--- config.mk ---
export PLATFORM = sky130hd
export DESIGN_NAME = boa_lsu_flat
export DESIGN_NICKNAME = d
export VERILOG_FILES = /design/src/rtl/boa_lsu_if.sv /design/src/rtl/boa_lsu.sv /design/src/flat_wrapper.sv
export SDC_FILE = /design/constraint.sdc
export NUM_CORES = 1
export LEC_CHECK = 0
export CAP_MARGIN = 10
export CORE_ASPECT_RATIO = 1.4
export CORE_UTILIZATION = 25
export DETAILED_ROUTE_END_ITERATION = 12
export GPL_ROUTABILITY_DRIVEN = 0
export PLACE_DENSITY = 0.45
export SLEW_MARGIN = 20
export SYNTH_ARGS = -nofsm -noshare
export SYNTH_HDL_FRONTEND = slang
export SYNTH_SLANG_ARGS = --single-unit
--- constraint.sdc ---
create_clock -name clk -period 6.51 [get_ports clk]
set_clock_uncertainty 0.1 [all_clocks]
set_input_delay 1.302 -clock clk [delete_from_list [all_inputs] [get_ports clk]]
set_output_delay 1.302 -clock clk [all_outputs]
set_load 0.01 [all_outputs]
--- src/rtl/boa_lsu_if.sv ---
// Word-addressed data bus between the LSU and data memory.
// Read data follows one cycle after an accepted read.
interface boa_mem_bus;
    logic [31:2] addr;
    logic        re;
    logic [3:0]  we;
    logic [31:0] wdata;
    logic [31:0] rdata;
    logic        ready;

    modport CPU (output addr, re, we, wdata, input rdata, ready);
    modport MEM (input addr, re, we, wdata, output rdata, ready);
endinterface

--- src/rtl/boa_lsu.sv ---
// RV32 load/store unit: one request -> one or two bus words -> one-cycle response pulse (optional split misaligned: BOA_LSU_MISALIGN_EN).
// Latency from accept: trap 1, aligned store 2, aligned load 3 cycles, plus bus wait states.
// Backpressure: req_ready only in IDLE; bus access held until ready, aborted by clear or TIMEOUT_CYC.
module boa_lsu #(
    parameter int unsigned TIMEOUT_CYC = 255
) (
    input  logic        clk,
    input  logic        rst,
    input  logic        clear,
    input  logic        req_valid,
    output logic        req_ready,
    input  logic        req_we,
    input  logic [2:0]  req_funct3,
    input  logic [31:0] req_addr,
    input  logic [31:0] req_wdata,
    output logic        resp_valid,
    output logic [31:0] resp_rdata,
    output logic        resp_trap,
    output logic [3:0]  resp_cause,
    boa_mem_bus.CPU     dbus
);
    localparam int unsigned CW = (TIMEOUT_CYC > 0) ? $clog2(TIMEOUT_CYC + 1) : 1;
`ifdef BOA_LSU_MISALIGN_EN
    localparam bit MIS_EN = 1'b1;
`else
    localparam bit MIS_EN = 1'b0;
`endif

    typedef enum logic [2:0] {IDLE, ISSUE0, DATA0, ISSUE1, DATA1} state_t;
    state_t state, state_n;

    logic          r_we;
    logic [2:0]    r_f3;
    logic [31:0]   r_addr, r_wdata;
    logic [63:0]   asm_q, asm_n;
    logic [CW-1:0] cnt;

    logic [1:0]  size;
    logic        illegal, misal;
    logic [31:0] rep, rot;
    logic [5:0]  bsh;
    logic [7:0]  lanes;
    logic        split, issuing, hi, timeout_hit;
    logic [31:0] ld_raw;
    logic        acc, cnt_clr, cnt_inc, resp_load, resp_trap_n;
    logic [31:0] resp_rdata_n;
    logic [3:0]  resp_cause_n;

    function automatic logic [31:0] extend(input logic [31:0] v, input logic [2:0] f3);
        case (f3[1:0])
            2'd0:    return f3[2] ? {24'b0, v[7:0]}   : {{24{v[7]}}, v[7:0]};
            2'd1:    return f3[2] ? {16'b0, v[15:0]}  : {{16{v[15]}}, v[15:0]};
            default: return v;
        endcase
    endfunction

    // Request decode
    assign size    = req_funct3[1:0];
    assign illegal = (size == 2'd3) || (!req_we && req_funct3 == 3'b110) || (req_we && req_funct3[2]);
    assign misal   = (size == 2'd1 && req_addr[0]) || (size == 2'd2 && req_addr[1:0] != 2'b00);

    // Replicate then rotate: one word carries the right byte in every lane of both halves of a split
    assign rep = (size == 2'd0) ? {4{req_wdata[7:0]}} :
                 (size == 2'd1) ? {2{req_wdata[15:0]}} : req_wdata;
    assign bsh = {1'b0, req_addr[1:0], 3'b000};
    assign rot = (rep << bsh) | (rep >> (6'd32 - bsh));

    assign lanes   = ((r_f3[1:0] == 2'd0) ? 8'h01 : (r_f3[1:0] == 2'd1) ? 8'h03 : 8'h0F) << r_addr[1:0];
    assign split   = |lanes[7:4];
    assign issuing = (state == ISSUE0) || (state == ISSUE1);
    assign hi      = (state == ISSUE1) || (state == DATA1);

    assign req_ready   = (state == IDLE) && !clear;
    assign dbus.addr   = r_addr[31:2] + 30'(hi);
    assign dbus.re     = issuing && !r_we;
    assign dbus.we     = (issuing && r_we) ? (hi ? lanes[7:4] : lanes[3:0]) : 4'b0000;
    assign dbus.wdata  = r_wdata;

    assign timeout_hit = (TIMEOUT_CYC != 0) && ((32'(cnt) + 32'd1) == TIMEOUT_CYC);

    always_comb begin
        asm_n = asm_q;
        for (int i = 0; i < 4; i++) begin
            if (state == DATA0 && lanes[i])     asm_n[8*i +: 8]      = dbus.rdata[8*i +: 8];
            if (state == DATA1 && lanes[i + 4]) asm_n[32 + 8*i +: 8] = dbus.rdata[8*i +: 8];
        end
    end

    assign ld_raw = 32'(asm_n >> {r_addr[1:0], 3'b000});

    always_ff @(posedge clk or negedge rst) begin
        if (!rst) state <= IDLE;
        else      state <= state_n;
    end

    always_comb begin
        state_n      = state;
        acc          = 1'b0;
        cnt_clr      = 1'b0;
        cnt_inc      = 1'b0;
        resp_load    = 1'b0;
        resp_trap_n  = 1'b0;
        resp_cause_n = 4'd0;
        resp_rdata_n = 32'd0;
        case (state)
            IDLE: begin
                if (req_valid && req_ready) begin
                    acc = 1'b1;
                    if (illegal) begin
                        resp_load    = 1'b1;
                        resp_trap_n  = 1'b1;
                        resp_cause_n = 4'd2;
                    end else if (misal && !MIS_EN) begin
                        resp_load    = 1'b1;
                        resp_trap_n  = 1'b1;
                        resp_cause_n = req_we ? 4'd6 : 4'd4;
                    end else begin
                        state_n = ISSUE0;
                        cnt_clr = 1'b1;
                    end
                end
            end
            ISSUE0, ISSUE1: begin
                if (dbus.ready) begin
                    if (!r_we) begin
                        state_n = (state == ISSUE0) ? DATA0 : DATA1;
                    end else if (state == ISSUE0 && split) begin
                        state_n = ISSUE1;
                        cnt_clr = 1'b1;
                    end else begin
                        state_n   = IDLE;
                        resp_load = 1'b1;
                    end
                end else if (timeout_hit) begin
                    state_n      = IDLE;
                    resp_load    = 1'b1;
                    resp_trap_n  = 1'b1;
                    resp_cause_n = r_we ? 4'd7 : 4'd5;
                end else begin
                    cnt_inc = 1'b1;
                end
            end
            DATA0: begin
                if (split) begin
                    state_n = ISSUE1;
                    cnt_clr = 1'b1;
                end else begin
                    state_n      = IDLE;
                    resp_load    = 1'b1;
                    resp_rdata_n = extend(ld_raw, r_f3);
                end
            end
            DATA1: begin
                state_n      = IDLE;
                resp_load    = 1'b1;
                resp_rdata_n = extend(ld_raw, r_f3);
            end
            default: state_n = IDLE;
        endcase
        if (clear) begin
            state_n   = IDLE;
            resp_load = 1'b0;
        end
    end

    always_ff @(posedge clk or negedge rst) begin
        if (!rst) begin
            r_we       <= 1'b0;
            r_f3       <= 3'd0;
            r_addr     <= 32'd0;
            r_wdata    <= 32'd0;
            asm_q      <= 64'd0;
            cnt        <= '0;
            resp_valid <= 1'b0;
            resp_rdata <= 32'd0;
            resp_trap  <= 1'b0;
            resp_cause <= 4'd0;
        end else begin
            if (acc) begin
                r_we    <= req_we;
                r_f3    <= req_funct3;
                r_addr  <= req_addr;
                r_wdata <= rot;
            end
            asm_q <= asm_n;
            if (cnt_clr)      cnt <= '0;
            else if (cnt_inc) cnt <= cnt + CW'(1);
            resp_valid <= resp_load;
            if (resp_load) begin
                resp_rdata <= resp_rdata_n;
                resp_trap  <= resp_trap_n;
                resp_cause <= resp_cause_n;
            end
        end
    end
endmodule

--- src/flat_wrapper.sv ---
// flat-port wrapper written by rule: the top's interface ports become plain ports
module boa_lsu_flat 
#(
    parameter int unsigned TIMEOUT_CYC = 255
)
  (clk, rst, clear, req_valid, req_ready, req_we, req_funct3, req_addr, req_wdata, resp_valid, resp_rdata, resp_trap, resp_cause, dbus_addr, dbus_re, dbus_we, dbus_wdata, dbus_rdata, dbus_ready);
  boa_mem_bus dbus_i ();
  input  logic clk;
  input  logic rst;
  input  logic clear;
  input  logic req_valid;
  output logic req_ready;
  input  logic req_we;
  input  logic [2:0] req_funct3;
  input  logic [31:0] req_addr;
  input  logic [31:0] req_wdata;
  output logic resp_valid;
  output logic [31:0] resp_rdata;
  output logic resp_trap;
  output logic [3:0] resp_cause;
  output wire logic [$bits(dbus_i.addr)-1:0] dbus_addr;
  output wire logic [$bits(dbus_i.re)-1:0] dbus_re;
  output wire logic [$bits(dbus_i.we)-1:0] dbus_we;
  output wire logic [$bits(dbus_i.wdata)-1:0] dbus_wdata;
  input wire logic [$bits(dbus_i.rdata)-1:0] dbus_rdata;
  input wire logic [$bits(dbus_i.ready)-1:0] dbus_ready;
  assign dbus_addr = dbus_i.addr;
  assign dbus_re = dbus_i.re;
  assign dbus_we = dbus_i.we;
  assign dbus_wdata = dbus_i.wdata;
  assign dbus_i.rdata = dbus_rdata;
  assign dbus_i.ready = dbus_ready;
  boa_lsu #(.TIMEOUT_CYC(TIMEOUT_CYC)) u_core (.clk(clk), .rst(rst), .clear(clear), .req_valid(req_valid), .req_ready(req_ready), .req_we(req_we), .req_funct3(req_funct3), .req_addr(req_addr), .req_wdata(req_wdata), .resp_valid(resp_valid), .resp_rdata(resp_rdata), .resp_trap(resp_trap), .resp_cause(resp_cause), .dbus(dbus_i));
endmodule
# ---- Yosys cells after proc, flatten, opt, wreduce, memory -nomap -nowiden
# Index checks and enable logic that the tools add are counted.
# Widths: inputs -> output; s select.
dict set report totals {
  ff_bits 181
  in_bits 105
  output_inout_bits 106
  word_cells 132
}
dict set report classes {
  add_sub_neg 4
  n_eq_ne 14
  shifts 4
  n_mux 65
  bitwise_logic 1
  reduce_logical 33
}
# cell count
set ops {}
lappend ops {{$mux 32} 5}
lappend ops {{$pmux 32 s2} 2}
lappend ops {{$mux 8} 11}
lappend ops {{$shr 64x5->32} 1}
lappend ops {{$eq 32x8->1 const B} 1}
lappend ops {{$mux 4} 8}
lappend ops {{$or 32x32->32} 1}
lappend ops {{$shl 32x5->32} 1}
lappend ops {{$shr 32x6->32} 1}
lappend ops {{$add 30x1->30} 1}
lappend ops {{$mux 3} 8}
lappend ops {{$mux 1} 22}
lappend ops {{$logic_and 1x1->1} 17}
lappend ops {{$add 8x1->9 const B} 1}
lappend ops {{$ne 3x3->1 const B} 3}
lappend ops {{$pmux 3 s3} 1}
lappend ops {{$add 8x1->8 const B} 1}
lappend ops {{$mux 2} 4}
lappend ops {{$pmux 4 s2} 1}
lappend ops {{$shl 8x2->8} 1}
lappend ops {{$eq 3x2->1 const B} 2}
lappend ops {{$eq 3x3->1 const B} 2}
lappend ops {{$sub 6x5->6 const A} 1}
lappend ops {{$logic_or 1x1->1} 5}
lappend ops {{14 further kinds} 20}

# ---- Longest topological paths before layout
dict set report logic_depth {
  ltp_word 11
  depth_mapped 13
  depth_no_buf 9
}

# ---- Least setup slack after synthesis
# No wires, ideal clock.
dict set report synth_timing {
  kind {register to output}
  start {register u_core.state[0]}
  end {output dbus_addr[28]}
  t_arrival_ps 2700
  t_required_ps 5108
  path_slack_ps 2408
  path_stages_with_launch 12
  n_path_buf 2
  cell_sequence {dfrtp_1 > or3b_1 > clkbuf_1 > o21ai_1 > ha_1 > ha_1 > and3_1 > clkbuf_1 > and3_1 > nand2b_1 > nor4b_1 > xor2_1}
}
dict set report synth_between {
  elab_chain_cells 3
  word_cells_on_any_way 4
  classes_between {1 x add/sub; 2 x eq/ne; 1 x reduce/logical}
}
# element line
set synth_lines {}
lappend synth_lines {{from (decl)} boa_lsu.sv:30} ;# state_t state, state_n;
lappend synth_lines {{from (signal assigned)} boa_lsu.sv:93} ;# else state <= state_n;
lappend synth_lines {{$eq 3x2->1 / $eq 3x3->1 (equally long branches)} boa_lsu.sv:71} ;# assign hi = (state == ISSUE1) || (state == DATA1);
lappend synth_lines {{$logic_or 1x1->1 (*)} boa_lsu.sv:71}
lappend synth_lines {{$add 30x1->30 (*)} boa_lsu.sv:74} ;# assign dbus.addr = r_addr[31:2] + 30'(hi);
lappend synth_lines {{to (decl)} flat_wrapper.sv:21} ;# output wire logic [$bits(dbus_i.addr)-1:0] dbus_addr;
# Mark *: on every way between the ends. The rest lies on a longest branch, timed or not.

# ---- Worst setup path in the final report
dict set report layout_timing {
  start {register u_core.state[0]}
  end {output dbus_addr[29]}
}
# The elaborated chain is that of the path after synthesis.

==> report_table.html <==
<table>
<tr><th>Metric</th><th>Value</th></tr>
<tr><th colspan="2">Setup path</th></tr>
<tr><td>Crit-path max FO</td><td>12</td></tr>
<tr><td>Arrival time at the worst endpoint</td><td>4310 ps</td></tr>
<tr><td>Setup crit end kind</td><td>output pin</td></tr>
<tr><td>Kind of launch point of the worst setup path</td><td>flip-flop</td></tr>
<tr><td>Required time of the worst setup path</td><td>roughly 5000 ps</td></tr>
<tr><td>Path type of the worst setup path</td><td>reg -&gt; out</td></tr>
<tr><th colspan="2">Hold path</th></tr>
<tr><td>Worst min-delay path class</td><td>reg -&gt; reg</td></tr>
<tr><th colspan="2">Synthesis</th></tr>
<tr><td>Synth warn</td><td>0</td></tr>
<tr><td>Synthesized area per cell</td><td>between 9 and 10 um2</td></tr>
<tr><td>Biggest area contributors in the synthesized netlist</td><td>sky130_fd_sc_hd__dfrtp_1 (41%), sky130_fd_sc_hd__nand2_1 (8.9%), sky130_fd_sc_hd__mux2i_1 (7.1%)</td></tr>
<tr><td>Cell with the most instances after synthesis</td><td>sky130_fd_sc_hd__nand2_1</td></tr>
<tr><td>Gate count of the mapped netlist</td><td>1142</td></tr>
<tr><td>Cell taking the most area after synthesis</td><td>sky130_fd_sc_hd__dfrtp_1</td></tr>
<tr><td>Synthesized area</td><td>0.0104 mm2</td></tr>
<tr><td>Proportion of netlist area held by the largest area contributor</td><td>0.413</td></tr>
<tr><td>Share of synthesized flip-flops with an asynchronous set or reset</td><td>1.00</td></tr>
<tr><td>Library cells used by synthesis</td><td>75</td></tr>
<tr><td>Synth Register Bits</td><td>~170</td></tr>
<tr><td>Total nets after synthesis</td><td>around 1300</td></tr>
<tr><td>Number of synthesized flops with an enable pin</td><td>0</td></tr>
<tr><td>Sequential element share of the synthesized area</td><td>0.413</td></tr>
<tr><td>Most frequent cells after synthesis</td><td>sky130_fd_sc_hd__nand2_1 (247), sky130_fd_sc_hd__dfrtp_1 (172), sky130_fd_sc_hd__mux2i_1 (74)</td></tr>
<tr><td>Prevailing post-synth register cell</td><td>sky130_fd_sc_hd__dfrtp_1</td></tr>
<tr><th colspan="2">Global routing</th></tr>
<tr><td>Pin count of the biggest net entering global routing</td><td>92</td></tr>
<tr><td>Combined global-route utilization of all metal layers</td><td>0.179</td></tr>
<tr><td>Number of antenna violations at the first check in global routing</td><td>3</td></tr>
<tr><td>Global route overflow</td><td>0</td></tr>
<tr><td>Global-route wire length before repair</td><td>around 58000 um</td></tr>
<tr><td>Via count of the first global-routing pass</td><td>around 9500</td></tr>
<tr><th colspan="2">Detailed routing</th></tr>
<tr><td>Number of vias per cell after detailed routing</td><td>5.04</td></tr>
<tr><td>DRC violation count after routing</td><td>0</td></tr>
<tr><td>Routed WL per cell</td><td>20.3 um</td></tr>
<tr><td>Count of TritonRoute iterations in the first routing pass</td><td>5</td></tr>
<tr><td>Starting DRC count in detailed routing</td><td>roughly 530</td></tr>
<tr><td>Post-detailed-routing wire length</td><td>37600 um</td></tr>
<tr><td>Remaining antenna violation count</td><td>0</td></tr>
<tr><td>Total number of vias</td><td>~9400</td></tr>
<tr><th colspan="2">Timing</th></tr>
<tr><td>Max Fclk</td><td>175 MHz</td></tr>
<tr><td>Final number of setup-violating endpoints</td><td>0</td></tr>
<tr><td>Worst hold-check slack</td><td>~370 ps</td></tr>
<tr><td>Setup_tns</td><td>0 ps</td></tr>
<tr><td>Final hold vios</td><td>0</td></tr>
<tr><td>Slew of the pin with the lowest slew margin</td><td>about 1200 ps</td></tr>
<tr><td>Post-route clock period utilization</td><td>0.878</td></tr>
<tr><td>Worst slew margin</td><td>0.210</td></tr>
<tr><td>Final critical-path required period</td><td>5720 ps</td></tr>
<tr><td>Slew Limit Fails</td><td>0</td></tr>
<tr><td>Unrepaired setup endpoints after global routing</td><td>false</td></tr>
<tr><th colspan="2">CTS</th></tr>
<tr><td>H-tree depth</td><td>4</td></tr>
<tr><td>Post-CTS sizing</td><td>0</td></tr>
<tr><td>Cell at the root of the clock tree</td><td>sky130_fd_sc_hd__clkbuf_16</td></tr>
<tr><td>Clock transition at the registers of the reported paths</td><td>about 70 ps</td></tr>
<tr><td>Sink count of the clock tree</td><td>~170</td></tr>
<tr><td>Hold-fix buffers at CTS</td><td>0</td></tr>
<tr><td>Bufs on Longest Clock Path</td><td>2</td></tr>
<tr><td>Number of setup buffers added after CTS</td><td>0</td></tr>
<tr><td>Number of buffers created by CTS</td><td>17</td></tr>
<tr><td>Clock tree from TritonCTS</td><td>done</td></tr>
<tr><td>Clock latency reported for the late side of the worst-skew pair</td><td>450 ps</td></tr>
<tr><th colspan="2">Place</th></tr>
<tr><td>HPWL after detailed placement</td><td>about 27000 um</td></tr>
<tr><td>Number of instances in the placed design</td><td>~1800</td></tr>
<tr><td>Number of buffer cells added on primary ports</td><td>roughly 210</td></tr>
<tr><th colspan="2">Floorplan</th></tr>
<tr><td>Die area</td><td>0.0425 mm2</td></tr>
<tr><td>Chip Width</td><td>175 um</td></tr>
<tr><td>Core Region</td><td>~0.041 mm2</td></tr>
<tr><td>Count of pins on the block boundary</td><td>about 210</td></tr>
<tr><td>Effective utilization at floorplan</td><td>0.253</td></tr>
<tr><td>Vertical extent of the die</td><td>~240 um</td></tr>
<tr><td>Number of rows in the core area</td><td>slightly below 90</td></tr>
<tr><th colspan="2">Pwr</th></tr>
<tr><td>Clock network power share</td><td>0.314</td></tr>
<tr><td>Ratio of total power to cell area</td><td>267 mW/mm2</td></tr>
<tr><td>Total Power Consumption</td><td>between 3 and 4 mW</td></tr>
<tr><td>Peak supply drop</td><td>about 0.18 mV</td></tr>
<tr><td>Cell-internal power</td><td>between 2 and 2.5 mW</td></tr>
<tr><td>Sequential Power Share</td><td>0.388</td></tr>
<tr><td>Power dissipated by switching net loads</td><td>1.23 mW</td></tr>
<tr><td>Part of the power in combinational logic</td><td>0.299</td></tr>
<tr><td>Cell leakage power</td><td>just under 6 nW</td></tr>
<tr><td>Sw Ratio</td><td>0.339</td></tr>
<tr><th colspan="2">Cells and area</th></tr>
<tr><td>Number of inserted filler cells in the final layout</td><td>between 4000 and 5000</td></tr>
<tr><td>Net total in the final layout</td><td>around 1400</td></tr>
<tr><td>Final antenna diode count</td><td>0</td></tr>
<tr><td>Post-route non-filler standard cell count</td><td>approximately 1900</td></tr>
<tr><td>Synth-to-Final Area Change</td><td>30.8%</td></tr>
<tr><td>Share of post-route cells with drive strength above 1</td><td>0.110</td></tr>
<tr><th colspan="2">Run</th></tr>
<tr><td>Max Cap Violations</td><td>0</td></tr>
<tr><th colspan="2">Outcome</th></tr>
<tr><td>Outcome</td><td>finished, final reports clean</td></tr>
</table>
-- logic make-up after synthesis --
| logic type | Yosys count | synth area share |
|---|---|---|
| xor gates and xnor gates | 31 | 0.0261 |
| buffers and inverters | 118 | 0.0462 |
| DFF | 172 | 0.413 |
| AOI/OAI and AO/OA | 239 | 0.164 |
| muxes | 135 | 0.149 |
| other | 1 | 0.000360 |
| and+or+nand+nor | 441 | 0.195 |
| adders and majority gates | 5 | 0.00600 |
-- state kept, by name, indices dropped and copies added (netlist names), 3 cells and up --
| register | count |
|---|---|
| u_core.r_f3 | 3 |
| u_core.r_addr | 32 |
| u_core.resp_cause | 3 |
| u_core.state | 3 |
| u_core.resp_rdata | 32 |
| u_core.dbus.wdata | 32 |
| u_core.asm_q | 56 |
| u_core.cnt | 8 |
-- routing by layer --
metal,GRT usage,part of all wire,vias up
met5,0,0.0010,-
met4,0.0642,0.027,6
met3,0.0440,0.062,56
met2,0.318,0.51,304
met1,0.208,0.40,4582
li1,-,-,4402
-- power by group through the flow --
stage / sequential (mW) / combinational [mW] / clock (mW)
finish: 1.41 / 1.09 / 1.14
detailed placement: 1.43 / 1.10 / 0
global placement: 1.43 / 1.09 / 0
global route: 1.44 / 1.19 / 1.22
CTS: 1.41 / 1.10 / 1.18
floorplan: 1.41 / 0.587 / 0
-- stage by stage --
stage,setup slack (ps),area [um2],util
6_report,794,13600,0.331
5_1_grt,351,13600,0.331
4_1_cts,674,13600,0.331
3_5_place_dp,1210,13000,0.316
3_3_place_gp,1270,13000,0.316
2_1_floorplan,2410,10400,-
-- path summary, 6_finish.rpt --
path | from | endpoint | slack [ps] | cells past startpoint
min | u_core.dbus.wdata[15]$_DFFE_PN0P_ | u_core.dbus.wdata[15]$_DFFE_PN0P_ | 370 | 2
max reg2reg | u_core.r_addr[0]$_DFFE_PN0P_ | u_core.resp_rdata[18]$_DFFE_PN0P_ | 3050 | 7
min in group asynchronous | rst | u_core.asm_q[44]$_DFF_PN0_ | 790 | 1
min reg2reg | u_core.dbus.wdata[15]$_DFFE_PN0P_ | u_core.dbus.wdata[15]$_DFFE_PN0P_ | 370 | 2
max in group asynchronous | rst | u_core.r_addr[0]$_DFFE_PN0P_ | 4470 | 2
max | u_core.state[0]$_DFFE_PN0P_ | dbus_addr[29] | 790 | 10
-- layout make-up --
cell class | count | area (um2) | area share
Sequential cell | 172 | 4310 | 0.316
Clock buffer | 17 | 425 | 0.0312
Tap cell | 540 | 676 | 0.0496
Timing Repair Buffer | 223 | 2210 | 0.162
Multi-Input combinational cell | 852 | 5660 | 0.415
Clock inverter | 15 | 216 | 0.0159
Inverter | 37 | 139 | 0.0102
-- worst max-delay path: stages (launching register included) --
cell and delay [ps]:
sky130_fd_sc_hd__dfrtp_1 510, sky130_fd_sc_hd__or3b_1 520, sky130_fd_sc_hd__o21ai_1 370, sky130_fd_sc_hd__ha_1 290
sky130_fd_sc_hd__nand3_1 120, sky130_fd_sc_hd__nor2_1 320, sky130_fd_sc_hd__nand3_1 210, sky130_fd_sc_hd__nor4_1 610
sky130_fd_sc_hd__nand3_1 180, sky130_fd_sc_hd__xnor2_1 180, sky130_fd_sc_hd__clkdlybuf4s50_1 550
-- cells in the final DEF, fill, tap and decap left out, types with 13 or more instances in the layout --
cell type,Yosys,layout
sky130_fd_sc_hd__o221ai_1,15,15
sky130_fd_sc_hd__xnor2_1,21,21
sky130_fd_sc_hd__mux2_2,50,50
sky130_fd_sc_hd__nand3_1,40,40
sky130_fd_sc_hd__a21oi_1,43,42
sky130_fd_sc_hd__nand2b_1,14,14
sky130_fd_sc_hd__a32oi_1,15,15
sky130_fd_sc_hd__inv_1,36,36
sky130_fd_sc_hd__dfrtp_1,172,171
sky130_fd_sc_hd__nor2_1,67,67
sky130_fd_sc_hd__clkdlybuf4s50_1,0,208
sky130_fd_sc_hd__mux2i_1,74,74
sky130_fd_sc_hd__o21ai_0,59,59
sky130_fd_sc_hd__nand2_1,247,246
sky130_fd_sc_hd__buf_4,2,13
sky130_fd_sc_hd__clkbuf_16,0,17
Power figures use the tool's default switching activity.
